### src/rtl/serial_nibble_subtractor_pkg.sv
// Shared types and constants for the serial nibble subtractor.
package serial_sub_pkg;

    typedef enum logic [1:0] {
        IDLE = 2'd0,
        RUN  = 2'd1,
        DONE = 2'd2
    } state_t;

    localparam int SLICE_W = 4;

    // Counter width for a given slice count; never narrower than one bit.
    function automatic int cnt_width(input int nslice);
        return (nslice <= 1) ? 1 : $clog2(nslice);
    endfunction

endpackage

### src/rtl/sub_slice4.sv
// Combinational 4-bit full subtractor: {bo, d} = x - y - bi.
module sub_slice4 (
    input  logic [3:0] x,
    input  logic [3:0] y,
    input  logic       bi,
    output logic [3:0] d,
    output logic       bo
);

    // The fifth bit of the widened difference is the borrow out.
    assign {bo, d} = {1'b0, x} - {1'b0, y} - {4'b0000, bi};

endmodule

### src/rtl/serial_nibble_subtractor.sv
// Wide subtractor computing a - b - bin one nibble per clock, LSB slice first.
module serial_nibble_subtractor
    import serial_sub_pkg::*;
#(
    parameter int WIDTH = 16
) (
    input  logic             clk,
    input  logic             rst,
    input  logic             start,
    input  logic [WIDTH-1:0] a,
    input  logic [WIDTH-1:0] b,
    input  logic             bin,
    output logic             ready,
    output logic             busy,
    output logic             done,
    output logic [WIDTH-1:0] diff,
    output logic             bout
);

    localparam int NSLICE = WIDTH / SLICE_W;
    localparam int CW     = cnt_width(NSLICE);
    localparam int NENT   = 1 << CW;
    localparam logic [CW-1:0] LAST = CW'(NSLICE - 1);

    state_t           state_reg, state_next;
    logic [CW-1:0]    cnt_reg, cnt_next;
    logic             borrow_reg, borrow_next;
    logic [WIDTH-1:0] a_reg, a_next;
    logic [WIDTH-1:0] b_reg, b_next;
    logic [WIDTH-1:0] diff_reg, diff_next;
    logic             bout_reg, bout_next;

    logic [3:0]       a_sl [NENT];
    logic [3:0]       b_sl [NENT];
    logic [3:0]       slice_x, slice_y, slice_d;
    logic             slice_bo;
    logic [WIDTH-1:0] diff_merged;

    // Slice tables are padded to the full counter range so every index is legal.
    genvar gi;
    generate
        for (gi = 0; gi < NENT; gi++) begin : g_sel
            if (gi < NSLICE) begin : g_real
                assign a_sl[gi] = a_reg[gi*SLICE_W +: SLICE_W];
                assign b_sl[gi] = b_reg[gi*SLICE_W +: SLICE_W];
            end else begin : g_pad
                assign a_sl[gi] = 4'h0;
                assign b_sl[gi] = 4'h0;
            end
        end
        for (gi = 0; gi < NSLICE; gi++) begin : g_wr
            assign diff_merged[gi*SLICE_W +: SLICE_W] =
                (cnt_reg == CW'(gi)) ? slice_d : diff_reg[gi*SLICE_W +: SLICE_W];
        end
    endgenerate

    assign slice_x = a_sl[cnt_reg];
    assign slice_y = b_sl[cnt_reg];

    sub_slice4 u_slice (
        .x  (slice_x),
        .y  (slice_y),
        .bi (borrow_reg),
        .d  (slice_d),
        .bo (slice_bo)
    );

    always_comb begin
        state_next  = state_reg;
        cnt_next    = cnt_reg;
        borrow_next = borrow_reg;
        a_next      = a_reg;
        b_next      = b_reg;
        diff_next   = diff_reg;
        bout_next   = bout_reg;
        case (state_reg)
            IDLE, DONE: begin
                if (start) begin
                    a_next      = a;
                    b_next      = b;
                    borrow_next = bin;
                    cnt_next    = '0;
                    diff_next   = '0;
                    bout_next   = 1'b0;
                    state_next  = RUN;
                end else if (state_reg == DONE) begin
                    state_next = IDLE;
                end
            end
            RUN: begin
                diff_next   = diff_merged;
                borrow_next = slice_bo;
                if (cnt_reg == LAST) begin
                    cnt_next   = '0;
                    bout_next  = slice_bo;
                    state_next = DONE;
                end else begin
                    cnt_next = cnt_reg + 1'b1;
                end
            end
            default: state_next = IDLE;
        endcase
    end

    always_ff @(posedge clk) begin
        if (rst) begin
            state_reg  <= IDLE;
            cnt_reg    <= '0;
            borrow_reg <= 1'b0;
            a_reg      <= '0;
            b_reg      <= '0;
            diff_reg   <= '0;
            bout_reg   <= 1'b0;
        end else begin
            state_reg  <= state_next;
            cnt_reg    <= cnt_next;
            borrow_reg <= borrow_next;
            a_reg      <= a_next;
            b_reg      <= b_next;
            diff_reg   <= diff_next;
            bout_reg   <= bout_next;
        end
    end

    assign ready = (state_reg == IDLE) || (state_reg == DONE);
    assign busy  = (state_reg == RUN);
    assign done  = (state_reg == DONE);
    assign diff  = diff_reg;
    assign bout  = bout_reg;

endmodule

### config.mk
export PLATFORM = sky130hd
export DESIGN_NAME = serial_nibble_subtractor
export DESIGN_NICKNAME = d
export VERILOG_FILES = /design/src/rtl/serial_nibble_subtractor_pkg.sv /design/src/rtl/sub_slice4.sv /design/src/rtl/serial_nibble_subtractor.sv
export SDC_FILE = /design/constraint.sdc
export NUM_CORES = 1
export LEC_CHECK = 0
export CAP_MARGIN = 15
export CORE_UTILIZATION = 55
export CTS_BUF_LIST = sky130_fd_sc_hd__clkbuf_4
export DETAILED_ROUTE_END_ITERATION = 8
export GPL_ROUTABILITY_DRIVEN = 0
export PLACE_DENSITY = 0.95
export SLEW_MARGIN = 25
export SYNTH_ARGS = -nofsm -noshare
export SYNTH_HDL_FRONTEND = slang
export SYNTH_SLANG_ARGS = --single-unit
### constraint.sdc
create_clock -name clk -period 8.83 [get_ports clk]
set_input_delay 2.2075 -clock clk [delete_from_list [all_inputs] [get_ports clk]]
set_output_delay 2.2075 -clock clk [all_outputs]
set_load 0.03 [all_outputs]
==> results of run 1 <==
## report_power, final
group / leakage, µW / total, µW / switching, µW / internal, µW
logic: 0.000688 / 103 / 55.3 / 48.1
clock network: 0.0000322 / 107 / 70.9 / 36.4
registers: 0.000441 / 266 / 8.77 / 257
## metal layers
layer  vias to the layer above  global-route usage (%)  share of wire (%)
li1                       1014                       -                  -
met1                       944                    29.5                 43
met2                        57                    44.0                 52
met3                         8                    5.50                4.1
met4                         0                    7.55                1.4
met5                         -                       0                  0
## logic make-up (layout without fill, tap and decap cells)
family                     count (synthesis)  count (layout)  share of synthesized area [%]
AOI/OAI and AO/OA                         62              62                           16.5
xor gates and xnor gates                   1               1                          0.366
adders and majority gates                 10              10                           5.86
buffers and inverters                     32              78                           5.39
DFF                                       54              54                           45.2
muxes                                      8               8                           8.63
and+or+nand+nor                          103             103                           18.0
## stage by stage
stage	hold slack (ps)	worst slack, ps	area (µm²)
floorplan	432	5410	2390
global placement	439	4880	2940
detailed placement	444	4780	2940
CTS	462	4440	2990
global route	487	4310	2990
finish	461	4400	2990
## path summary, 6_finish.rpt
kind                            end  slack, ps
max                            busy       4400
min          a_reg[11]$_SDFFE_PP0P_        460
max reg2reg    diff[2]$_SDFFE_PP0P_       5640
min reg2reg  a_reg[11]$_SDFFE_PP0P_        460
## cells in the mapped netlist (2+ instances only)
cell      instances  area share (%)
a211oi_1          2            0.63
a21oi_1          40             8.4
a22oi_1           6             1.9
a32o_2            4             1.9
a32oi_1           4             1.5
buf_1             4            0.63
clkbuf_1         12             1.9
dfxtp_1          54              45
fa_1              2             1.7
ha_1              8             4.2
inv_1            14             2.2
mux4_1            7             7.7
nand2_1          69              11
nand2b_1          6             1.6
nand3_1           4            0.84
nand3b_1          2            0.63
nor2_1           17             2.7
nor2b_1           2            0.52
## final cells by class
| type | instances | area (µm²) |
|---|---|---|
| fillers | 319 | 1090 |
| inverters | 14 | 52.6 |
| multi-input cells | 184 | 1180 |
| clock buffers | 7 | 52.6 |
| repair buffers | 57 | 561 |
| flip-flops and latches | 54 | 1080 |
| well taps | 50 | 62.6 |
## worst max-delay path: stages (launching register included)
cell	delay [ps]
dfxtp_1	460
nand2b_1	230
inv_1	400
clkdlybuf4s50_1	750
==> impl_metrics.env, run 1 <==
export IMPL_outcome="completed"
export IMPL_tightest_slew_ps=960
export IMPL_setup_viol=0
export IMPL_worstPathRequired_ps=6620
export IMPL_synth_nets=316
export IMPL_final_util_pct=73.3
export IMPL_critPathKind="flip-flop to output pin"
export IMPL_clk_pin_slew_ps=140
export IMPL_wl_per_cell_um=14.1
export IMPL_hold_class="flip-flop to flip-flop"
export IMPL_final_net_count=362
export IMPL_fin_skew_ps=11.7
export IMPL_cts_tree="yes"
export IMPL_synth_flop_cell="dfxtp_1"
export IMPL_grt_pass1_vias=1924
export IMPL_fin_cells=366
export IMPL_max_cap_violations=0
export IMPL_p_per_area_nw_per_um2=159
export IMPL_period_share_pct=50.1
export IMPL_drt_first_pass_iters=4
export IMPL_min_period_ps=4430
export IMPL_ir_drop_mv=0.0951
export IMPL_placed_cells=359
export IMPL_yosys_warnings=0
export IMPL_ant_nets=0
export IMPL_drt_initial_drc_count=177
export IMPL_synth_area_um2=2390
export IMPL_final_cell_mix="nand2_1, dfxtp_1, clkdlybuf4s50_1, a21oi_1, nor2_1"
export IMPL_hpwl_mm=3.66
export IMPL_relSlewSlack_pct=36.0
export IMPL_ys_ff_latch=54
export IMPL_boundaryPins=56
export IMPL_numCtsBuffers=5
export IMPL_cts_setup_buffers=0
export IMPL_worst_r2r_cell_count=9
export IMPL_remaining_drc_errors=0
export IMPL_grt_pass1_wl_mm=8.49
export IMPL_r2r_start="cnt_reg[0]$_SDFFE_PP0P_"
export IMPL_final_common_cell="nand2_1"
export IMPL_n_antenna_cell=0
export IMPL_rsz0062_at_grt="no"
export IMPL_grt_total_usage_pct=24.8
export IMPL_die_y_um=68.0
export IMPL_clockBufferDepth=2
export IMPL_start_util_pct=58.5
export IMPL_cts_root_buf="clkbuf_4"
export IMPL_syn_avg_cell_area_um2=8.86
export IMPL_grt_max_degree=56
export IMPL_setup_tns_ps=0
export IMPL_synth_edf_count=0
export IMPL_drive_gt1_share_pct=6.01
export IMPL_totalPowerFinal_uw=477
export IMPL_syn_instance_count=270
export IMPL_post_synth_num_cell_types=31
export IMPL_cts_sinks=54
export IMPL_grt_overflow=0
export IMPL_portBuffers=55
export IMPL_die_area_um2=4620
export IMPL_areaGrowthSynthToFinish_pct=25.2
export IMPL_fmax_mhz=226
export IMPL_worstSkewPairLatency_ps=370
export IMPL_cp_end_kind="output pin"
export IMPL_seq_area_frac_synth_pct=45.2
export IMPL_hp_start="a_reg[11]$_SDFFE_PP0P_"
export IMPL_start_kind="flip-flop"
export IMPL_cellLeakagePower_uw=0.00116
export IMPL_vias_per_cell=5.53
export IMPL_std_cell_rows=23
export IMPL_h_tree_depth=2
export IMPL_die_x_um=68.0
export IMPL_hold_viol=0
export IMPL_wl_mm=5.18
export IMPL_cp_arrival_ps=2220
export IMPL_hold_depth=2
export IMPL_hold_buffers=0
export IMPL_cts_resized=0
export IMPL_slew_viol_final=0
export IMPL_cp_max_fo=15
export IMPL_vias=2023
export IMPL_coreArea_um2=4090
export IMPL_async_flop_share_pct=0
export IMPL_setup_worst_path_start="state_reg[0]$_SDFFE_PP0P_"
export IMPL_grt_antenna_before_repair=0
Note: power is estimated with default switching activity, not from simulation.
==> run 2, diff against run 1 <==
Settings changed: CORE_UTILIZATION 55 to 46, PLACE_DENSITY 0.95 to 0.85.
Clock period 8.83 ns to 4 ns, I/O delays scaled along.
==> run 2 against run 1 <==
Effect of this change: register-to-register slack got worse by 4700 ps; sequential power up 120%; critical path depth stayed put; combinational power up 130%; final area grew 2.1%; global-route usage is 3.9 points lower; critical path type unchanged.
==> impl_metrics.env, run 2 (same netlist as run 1, synthesis figures left out) <==
export IMPL_p_per_area_nw_per_um2=373
export IMPL_final_cell_mix="nand2_1, dfxtp_1, clkdlybuf4s50_1, a21oi_1, nor2_1"
export IMPL_hold_buffers=0
export IMPL_internal_power_uw=811
export IMPL_final_net_count=363
export IMPL_cts_sinks=54
export IMPL_die_y_um=74.1
export IMPL_n_antenna_cell=0
export IMPL_wl_per_cell_um=13.7
export IMPL_swShare_pct=28.8
export IMPL_setup_viol=0
export IMPL_remaining_drc_errors=0
export IMPL_drt_first_pass_iters=4
export IMPL_seqPwrFrac_pct=51.7
export IMPL_path_buf_inv=2
export IMPL_grt_overflow=0
export IMPL_max_cap_violations=0
export IMPL_start_kind="flip-flop"
export IMPL_worst_r2r_cell_count=9
export IMPL_critPathKind="flip-flop to output pin"
export IMPL_boundaryPins=56
export IMPL_cpLargestDelayFamily="buffers and inverters"
export IMPL_cts_root_buf="clkbuf_4"
export IMPL_die_area_um2=5490
export IMPL_clockBufferDepth=2
export IMPL_slew_viol_final=0
export IMPL_hold_depth=2
export IMPL_rsz0062_at_grt="no"
export IMPL_p_sw_uw=328
export IMPL_cts_setup_buffers=0
export IMPL_cp_max_fo=15
export IMPL_path_depth=3
export IMPL_cts_tree="yes"
export IMPL_worstSkewPairLatency_ps=390
export IMPL_grt_max_degree=43
export IMPL_hold_class="flip-flop to flip-flop"
export IMPL_grt_antenna_before_repair=0
export IMPL_ant_nets=0
export IMPL_tightest_slew_ps=612
export IMPL_grt_pass1_wl_mm=8.75
export IMPL_drt_initial_drc_count=126
export IMPL_portBuffers=55
export IMPL_hp_start="b_reg[14]$_SDFFE_PP0P_"
export IMPL_period_share_pct=80.2
export IMPL_cts_resized=0
export IMPL_areaGrowthSynthToFinish_pct=27.8
export IMPL_place_area_um2=2970
export IMPL_std_cell_rows=25
export IMPL_p_clk_share_pct=28.0
export IMPL_fmax_mhz=312
export IMPL_met2_length_mm=2.63
export IMPL_drive_gt1_share_pct=6.60
export IMPL_h_tree_depth=2
export IMPL_top_layer="met4"
export IMPL_r2r_start="cnt_reg[0]$_SDFFE_PP0P_"
export IMPL_clk_pin_slew_ps=170
export IMPL_fin_skew_ps=18.4
export IMPL_worstPathRequired_ps=3000
export IMPL_wl_met1_mm=2.27
export IMPL_cellLeakagePower_uw=0.00118
export IMPL_setup_worst_path_start="state_reg[0]$_SDFFE_PP0P_"
export IMPL_die_x_um=74.1
export IMPL_wl_mm=5.27
export IMPL_min_period_ps=3210
export IMPL_cp_arrival_ps=2210
export IMPL_hpwl_mm=3.87
export IMPL_grt_pass1_vias=1966
export IMPL_hold_viol=0
export IMPL_relSlewSlack_pct=59.2
export IMPL_grt_total_usage_pct=20.9
export IMPL_met3_length_um=264
export IMPL_ir_drop_mv=0.224
export IMPL_outcome="completed"
export IMPL_fin_area_um2=3060
export IMPL_vias_per_cell=5.38
export IMPL_cp_end_kind="output pin"
export IMPL_coreArea_um2=4850
export IMPL_setup_tns_ps=0
export IMPL_slowest_stage="clkdlybuf4s50_1"
export IMPL_start_util_pct=49.3
export IMPL_final_common_cell="nand2_1"
export IMPL_numCtsBuffers=5
export IMPL_p_comb_share_pct=20.4
export IMPL_slowest_delay_ps=750
export IMPL_vias=2073
export IMPL_path_cells="nand2b_1, inv_1, clkdlybuf4s50_1"
[run 2: cell types whose count changed in the layout (fill, tap and decap cells not counted)]
cell,before,now
clkinvlp_4,0,1
inv_8,0,1
buf_4,2,3
clkbuf_4,7,5
bufinv_16,0,1
[run 2: area by class of cell]
class,instances,area (µm²)
Inverter,14,52.6
Timing Repair Buffer,58,568
Sequential cell,54,1080
Clock buffer,5,37.5
Fill cell,397,1790
Multi-Input combinational cell,184,1180
Clock inverter,3,48.8
Tap cell,67,83.8
[run 2: final timing paths]
path / slack, ps / to
worst max-delay path: 790 / busy
worst min register to register: 460 / b_reg[14]$_SDFFE_PP0P_
worst max register to register: 910 / diff[2]$_SDFFE_PP0P_
worst min-delay path: 460 / b_reg[14]$_SDFFE_PP0P_
[run 2: power groups by stage]
stage                     sequential, µW  combinational (µW)  clock [µW]
after global placement               598                 222           0
final                                589                 232         319
after detailed placement             600                 230           0
after global routing                 592                 254         345
after CTS                            589                 231         322
after floorplan                      604                 139           0
[run 2: per-layer routing]
layer	global-route usage [%]	up-vias
li1	-	1019
met1	26.3	978
met2	35.5	67
met3	4.07	9
met4	8.12	0
met5	0	-
[run 2: worst reg2reg max path: cells and delay by family, from the launching register on]
family | cells | cell delay, ps
AO/OA/AOI/OAI | 2 | 490
flip-flops | 1 | 710
buffers and inverters | 2 | 160
AND/OR/NAND/NOR | 2 | 410
adder cells (fa/ha/maj) | 2 | 610
multiplexers | 1 | 640
[run 2: per-stage QoR]
| step | worst slack (ps) | hold WS, ps | std cells | total power (µW) | utilization (%) |
|---|---|---|---|---|---|
| finish | 791 | 463 | 385 | 1140 | 63.0 |
| global route | 624 | 482 | 385 | 1190 | 63.0 |
| CTS | 794 | 464 | 385 | 1140 | 63.0 |
| detailed placement | 979 | 445 | 377 | 831 | 61.3 |
| global placement | 1120 | 438 | 377 | 821 | 61.3 |
| floorplan | 1180 | 432 | 270 | 742 | - |
